===== config.mk =====
export PLATFORM = sky130hd
export DESIGN_NAME = serial_adder_d
export DESIGN_NICKNAME = d
export VERILOG_FILES = /design/src/rtl/serial_adder_pkg.sv /design/src/rtl/full_adder_d.sv /design/src/rtl/serial_adder_d.sv
export SDC_FILE = /design/constraint.sdc
export NUM_CORES = 1
export LEC_CHECK = 0
export ABC_AREA = 1
export CAP_MARGIN = 0
export CELL_PAD_IN_SITES_DETAIL_PLACEMENT = 0
export CELL_PAD_IN_SITES_GLOBAL_PLACEMENT = 1
export CORE_ASPECT_RATIO = 0.8
export CORE_MARGIN = 2
export CORE_UTILIZATION = 38
export CTS_CLUSTER_DIAMETER = 80
export DETAILED_ROUTE_END_ITERATION = 6
export PLACE_DENSITY_LB_ADDON = 0.1
export SETUP_SLACK_MARGIN = 0.02
export SLEW_MARGIN = 40
export SYNTH_ARGS = -nofsm -noshare
export SYNTH_HDL_FRONTEND = slang
export SYNTH_SLANG_ARGS = --single-unit

===== constraint.sdc =====
create_clock -name clk -period 1.5 [get_ports clk]
set_input_delay 0.225 -clock clk [delete_from_list [all_inputs] [get_ports clk]]
set_output_delay 0.225 -clock clk [all_outputs]
set_load 0.005 [all_outputs]

===== src/rtl/serial_adder_pkg.sv =====
// Shared definitions for the bit-serial adder: FSM state encoding and gate delay.
package serial_adder_pkg;

    typedef enum logic [1:0] {
        S_IDLE  = 2'd0,
        S_SHIFT = 2'd1,
        S_DONE  = 2'd2
    } state_t;

    // Nominal delay of one 2-input primitive gate, in ns.
    localparam int D = 1;

endpackage


===== src/rtl/full_adder_d.sv =====
// Structural full adder from 2-input AND/OR/XOR primitives.
// Carry path is xor -> and -> or, three gate delays deep.
module full_adder_d (
    output logic s,
    output logic co,
    input  logic x,
    input  logic y,
    input  logic ci
);

    logic p;
    logic g;
    logic t;

    assign p  = x ^ y;
    assign g  = x & y;
    assign t  = p & ci;
    assign s  = p ^ ci;
    assign co = g | t;

endmodule


===== src/rtl/serial_adder_d.sv =====
// Bit-serial adder: one full adder time-shared over WIDTH cycles, LSB first.
// Define SERIAL_ADD_OVF_EN to add the signed-overflow output ovf.
module serial_adder_d
    import serial_adder_pkg::*;
#(
    parameter  int WIDTH = 8,
    localparam int CNT_W = $clog2(WIDTH)
) (
    input  logic             clk,
    input  logic             rst_n,
    input  logic             start,
    input  logic [WIDTH-1:0] a,
    input  logic [WIDTH-1:0] b,
    input  logic             cin,
    output logic             busy,
    output logic             done,
    output logic [WIDTH-1:0] sum,
    output logic             cout
`ifdef SERIAL_ADD_OVF_EN
    ,
    output logic             ovf
`endif
);

    state_t           state, state_nxt;
    logic [WIDTH-1:0] a_sr, b_sr, sum_sr;
    logic             carry;
    logic [CNT_W-1:0] cnt;
    logic             last;
    logic             fa_s, fa_co;

    assign last = (cnt == CNT_W'(WIDTH - 1));

    full_adder_d u_fa (
        .s  (fa_s),
        .co (fa_co),
        .x  (a_sr[0]),
        .y  (b_sr[0]),
        .ci (carry)
    );

    always_ff @(posedge clk or negedge rst_n) begin
        if (!rst_n) state <= S_IDLE;
        else        state <= state_nxt;
    end

    always_comb begin
        state_nxt = state;
        case (state)
            S_IDLE:  if (start) state_nxt = S_SHIFT;
            S_SHIFT: if (last)  state_nxt = S_DONE;
            S_DONE:  state_nxt = S_IDLE;
            default: state_nxt = S_IDLE;
        endcase
    end

`ifdef SERIAL_ADD_OVF_EN
    logic ovf_c;

    // Overflow = carry into MSB xor carry out of MSB, seen on the last bit.
    always_ff @(posedge clk or negedge rst_n) begin
        if (!rst_n) begin
            ovf_c <= 1'b0;
            ovf   <= 1'b0;
        end else begin
            if (state == S_SHIFT && last) ovf_c <= carry ^ fa_co;
            if (state == S_DONE)          ovf   <= ovf_c;
        end
    end
`endif

    always_ff @(posedge clk or negedge rst_n) begin
        if (!rst_n) begin
            a_sr   <= '0;
            b_sr   <= '0;
            sum_sr <= '0;
            carry  <= 1'b0;
            cnt    <= '0;
            busy   <= 1'b0;
            done   <= 1'b0;
            sum    <= '0;
            cout   <= 1'b0;
        end else begin
            done <= 1'b0;
            case (state)
                S_IDLE: begin
                    if (start) begin
                        a_sr  <= a;
                        b_sr  <= b;
                        carry <= cin;
                        cnt   <= '0;
                        busy  <= 1'b1;
                    end
                end
                S_SHIFT: begin
                    a_sr   <= a_sr >> 1;
                    b_sr   <= b_sr >> 1;
                    sum_sr <= {fa_s, sum_sr[WIDTH-1:1]};
                    carry  <= fa_co;
                    // Hold at WIDTH-1 so the counter never wraps.
                    if (!last) cnt <= cnt + CNT_W'(1);
                end
                S_DONE: begin
                    sum  <= sum_sr;
                    cout <= carry;
                    done <= 1'b1;
                    busy <= 1'b0;
                end
                default: ;
            endcase
        end
    end

endmodule

==> results.cfg, run 1 <==
[global_route]
antenna_found_initial = 0
first_global_vias = 1387
grt_pass1_wl_um = 6510
grtUsageTotal = 0.160
grt_max_degree = 42
grt_overflow_total = 0

[yosys]
synth_fa_ha_area_frac = 0.0248
synth_edf_count = 0
synth_top_family_by_area = simple AND/OR/NAND/NOR gates
ys_top_cells_by_count = nand2_1 (106), dfrtp_1 (41), nand3_1 (21)
synth_ff_type = dfrtp_1
synth_area_leaders = dfrtp_1 (56%), nand2_1 (22%), nand3_1 (5.8%), o21ai_0 (3.9%), inv_1 (2.1%)
yosysSeqAreaShare = 0.564
synth_xor_area_frac = 0
netlist_area_um2 = 1820
synth_nets = 240
synthArstFlopShare = 1.00
synth_area_leader_cell = dfrtp_1
synth.area.mux_share = 0
syn_avg_cell_area_um2 = 8.38
ys_ff_latch = 41
netlist_instances = 217
synth_compound_area_frac = 0.0502
yosysWarnings = 0
synth.top_cell.area_share = 0.564
yosys.area_share.simple = 0.303
yosysUniqueCellTypes = 16
yosysMostFrequentCell = nand2_1

[clocking]
cts_buffers = 5
insertion_delay_ps = 290
clock_sinks = 41
cts_max_path_buffers = 2
clk_pin_slew_ps = 80
cts_hold_buf = 0
post_cts_buffers = 0
cts_tree = done
ctsResizeCount = 0
htree_levels = 2
cts-root-buf = clkbuf_8

[floorplanning]
io_pins = 31
die_y_um = 65.9
start_util = 0.395
core-area_um2 = 4600
die_area_um2 = 5360
die_width_um = 81.3
row_count = 22

[timing]
worst_pin_slew_ps = 510
worst_slack_ps = 138
slew_violations = 0
finalHoldWorstSlack_ps = -5.93
fin_worst_skew_ps = 8.01
final.setup.tns_ps = 0
rsz0062_at_grt = no
setup_viol = 0
clock.fmax_mhz = 734
hold_viol_final = 14
maxSlewHeadroom = 0.660
period_needed_ps = 1360
period_share = 0.908

[power]
p_total_mw = 4.21
peakVddDrop_uv = 706
p_leak_nw = 1.18
power_density_nw_per_um2 = 1830

[run_status]
violations = hold timing
status = complete, but fails checks

[drt]
viasPerCell = 4.51
vias = 1422
first_pass_iters = 6
drt_first_iter_violations = 94
wire_per_inst_um = 11.4
drc = 0
ant_nets = 0
detail_route.wirelength_um = 3590

[worst_setup_path]
crit_start = cout
worst-path-buf-inv = 1
crit_fanout = 2
slowest_stage = clkdlybuf4s50_1
setup.worst_path.end_class = output pin
reg2reg_from = state[0]
critPathKind = flip-flop to output pin
arrival_ps = 1140
slowest_delay_ps = 500
required_ps = 1270
critPathTopFamily = buffers and inverters
path_cells = clkdlybuf4s50_1
cp-start-kind = flip-flop

[cells_and_area]
fillCellCount = 474
seq_area_um2 = 1030
layout-drive-gt1-share = 0.0824
nets = 277
syn_to_final_growth_pct = 26.3
finalCoreUtilization = 0.499
antenna_cells = 0
multiInputGateArea_um2 = 687

[placement]
dp_slack_ps = 203
dp_hpwl_um = 2460
gp_congestion = 0.765
port_buffers = 30

[min_path]
hp-class = input pin to async pin

[job]
maxCapViolations = 0
==> worst register-to-register path: stages (launching register included) <==
cell     delay (ps)
dfrtp_1         580
nand2_1         130
buf_4           220
nand2_1          90
nand2_1          50
nand2_1          50
nand2_1          50
==> cell families (layout without fill, tap and decap cells) <==
| family | after synthesis | in the layout |
|---|---|---|
| fa+ha+maj | 3 | 3 |
| buf+inv | 22 | 60 |
| simple gates | 135 | 135 |
| compound gates | 16 | 16 |
| flops | 41 | 41 |
==> final timing paths <==
check / endpoint / slack, ps / cells past startpoint
hold reg to reg: a_sr[7] / 480 / 2
max in group asynchronous: sum_sr[4] / 1160 / 2
min in group clk: a_sr[7] / 480 / 2
setup / recovery: cout / 140 / 1
hold / removal: a_sr[7] / -6 / 2
setup reg to reg: carry / 210 / 6
==> flip-flops by register name, summed over array words and instances, names as in the netlist <==
register,cells
a_sr,8
sum_sr,8
busy,1
b_sr,8
cnt,3
carry,1
cout,1
state,2
sum,8
done,1
==> power breakdown <==
| part | total (mW) | internal (mW) | leakage, nW | switching, mW |
|---|---|---|---|---|
| registers | 1.83 | 1.56 | 0.522 | 0.268 |
| clock network | 0.677 | 0.330 | 0.0395 | 0.346 |
| logic | 1.70 | 0.768 | 0.615 | 0.934 |
| total | 4.21 | 2.66 | 1.18 | 1.55 |
==> per-stage QoR <==
step,area [µm²],instances
after floorplan,1820,217
after global placement,2220,307
after detailed placement,2220,307
after CTS,2300,315
after global routing,2300,315
final,2300,315
==> cell usage in the layout (no fill, tap or decap), types with 2 or more instances in the layout <==
cell and instances:
clkbuf_1 3, clkbuf_8 5, inv_1 10, nand3_1 21, buf_4 9, clkdlybuf4s50_1 29
nor2_1 3, ha_1 2, nand4_1 3, nand2_1 106, inv_2 2, dfrtp_1 41
o21ai_0 14
==> per-layer routing <==
metal	track usage	up-vias	share of wire
met5	0	-	0
met3	0.0410	7	0.037
met2	0.216	24	0.41
li1	-	752	-
met4	0.0572	0	0.015
met1	0.244	639	0.54
==> final cells by class <==
| cell class | count | share of cell area |
|---|---|---|
| repair buffers | 40 | 0.167 |
| clock buffers | 8 | 0.0349 |
| flip-flops and latches | 41 | 0.447 |
| multi-input cells | 154 | 0.299 |
| inverters | 12 | 0.0196 |
| well taps | 60 | 0.0327 |
(Power assumes the default switching activity.)
==> inputs of run 2 (changes only) <==
- CORE_UTILIZATION: 38 -> 39
- CTS_CLUSTER_DIAMETER: 80 -> 30
- SYNTH_HIERARCHICAL: default -> 1
==> results.cfg, run 2 <==
[floorplanning]
die_width_um = 82.5
io_pins = 31
start_util = 0.411
core-area_um2 = 4680
die_y_um = 66.8
row_count = 22
die_area_um2 = 5520

[clocking]
cts_max_path_buffers = 2
clk_pin_slew_ps = 90
htree_levels = 2
cts-root-buf = clkbuf_8
insertion_delay_ps = 300
cts_buffers = 5
cts_tree = done
clock_sinks = 41

[yosys]
ys_ff_latch = 41
synth_edf_count = 0
yosysUniqueCellTypes = 18
synth_top_family_by_area = simple AND/OR/NAND/NOR gates
synthArstFlopShare = 1.00
synth_xor_area_frac = 0
synth_area_leaders = dfrtp_1 (53%), nand3_1 (13%), nand2_1 (12%), inv_1 (7.6%), o21ai_1 (3.1%)
ys_top_cells_by_count = nand2_1 (60), nand3_1 (49), dfrtp_1 (41)
synth.top_cell.area_share = 0.533
yosysSeqAreaShare = 0.533
synth_ff_type = dfrtp_1
synth_nets = 256
netlist_instances = 233
netlist_area_um2 = 1920
syn_avg_cell_area_um2 = 8.26
yosysWarnings = 6
yosysMostFrequentCell = nand2_1
yosys.area_share.simple = 0.274
synth.area.mux_share = 0
synth_area_leader_cell = dfrtp_1
synth_fa_ha_area_frac = 0.0234
synth_compound_area_frac = 0.0462

[drt]
vias = 1532
viasPerCell = 4.64
wire_per_inst_um = 11.3
ant_nets = 0
detail_route.wirelength_um = 3710
drt_first_iter_violations = 87
drc = 0
first_pass_iters = 4

[cells_and_area]
multiInputGateArea_um2 = 662
nets = 292
seq_area_um2 = 1030
layout-drive-gt1-share = 0.0926
layout_commonest_cell = nand2_1
antenna_cells = 0
final_cell_mix = nand2_1 (60), nand3_1 (49), dfrtp_1 (41)
fillCellCount = 490
syn_to_final_growth_pct = 26.7

[placement]
port_buffers = 30
gp_congestion = 0.723
dp_hpwl_um = 2500
dp_slack_ps = 119

[global_route]
grt_pass1_wl_um = 6440
first_global_vias = 1429
grt_max_degree = 34
grt_overflow_total = 0
grtUsageTotal = 0.155
antenna_found_initial = 0

[worst_setup_path]
cp-start-kind = flip-flop
critPathKind = flip-flop to output pin
critPathTopFamily = buffers and inverters
worst-path-buf-inv = 1
rr_worst_depth = 6
crit_fanout = 2
cp_num_cells = 1
arrival_ps = 1170
path_cells = clkdlybuf4s50_1
slowest_stage = clkdlybuf4s50_1
slowest_delay_ps = 510
required_ps = 1270
setup.worst_path.end_class = output pin

[timing]
hold_viol_final = 0
period_needed_ps = 1400
worst_slack_ps = 100
setup_viol = 0
slew_violations = 0
final.setup.tns_ps = 0
period_share = 0.933
fin_worst_skew_ps = 7.92
maxSlewHeadroom = 0.680
rsz0062_at_grt = no
clock.fmax_mhz = 714
worst_pin_slew_ps = 480

[job]
maxCapViolations = 0

[power]
p_leak_nw = 1.26
peakVddDrop_uv = 967
power_density_nw_per_um2 = 1950

[run_status]
status = complete, no violations

[min_path]
hp-class = input pin to async pin
-- run 2: cell count changes in the layout (fill, tap and decap cells not counted), moves of 3 or more --
cell	delta
o21ai_1	+12
o21ai_0	-10
inv_1	+29
nand2_1	-46
nand3_1	+28
clkbuf_1	-3
-- run 2: final cells by class --
cell class                      count  area share
Sequential cell                    41       0.421
Clock buffer                        5      0.0282
Multi-Input combinational cell    139       0.272
Inverter                           41      0.0631
Tap cell                           60      0.0308
Timing Repair Buffer               41       0.166
Clock inverter                      3      0.0190
-- run 2: cells by family (layout without fill, tap and decap cells) --
kind of cell,Yosys count,in the layout
and+or+nand+nor,119,119
buffers and inverters,53,90
DFF,41,41
AOI/OAI and AO/OA,17,17
adders and majority gates,3,3
-- run 2: report_power, final --
part	switching, mW	leakage (nW)	internal (mW)
Combinational	1.05	0.693	0.918
Sequential	0.268	0.509	1.60
Clock	0.407	0.0543	0.498
Total	1.73	1.26	3.02
-- run 2: what timing repair did --
action | in CTS | in global routing
hold buffers | 1 | 0
hold endpoints to repair | 18 | 0
resized for setup | 0 | 0
setup buffers | 0 | 0
-- run 2: metrics by stage --
step,cells,hold slack [ps],power (mW),util,instance area [µm²]
after floorplan,233,-70.6,3.26,-,1920
after global placement,321,212,3.86,0.494,2310
after detailed placement,321,210,3.89,0.494,2310
after CTS,330,413,4.82,0.521,2440
after global routing,330,462,5.22,0.521,2440
final,330,408,4.75,0.521,2440
-- run 2: metal layers --
metal,global-route usage,wire length (µm),vias up
li1,-,-,795
met1,0.210,1900,712
met2,0.235,1640,23
met3,0.0610,157,2
met4,0.0369,11,0
met5,0,0,-
-- run 2: worst paths after layout --
kind	from	to	slack, ps
max in group asynchronous	rst_n	b_sr[3]	600
min in group clk	busy	busy	480
min reg2reg	busy	busy	480
max reg2reg	cnt[0]	cnt[0]	250
max	sum[7]	sum[7]	100
min	rst_n	sum[3]	410
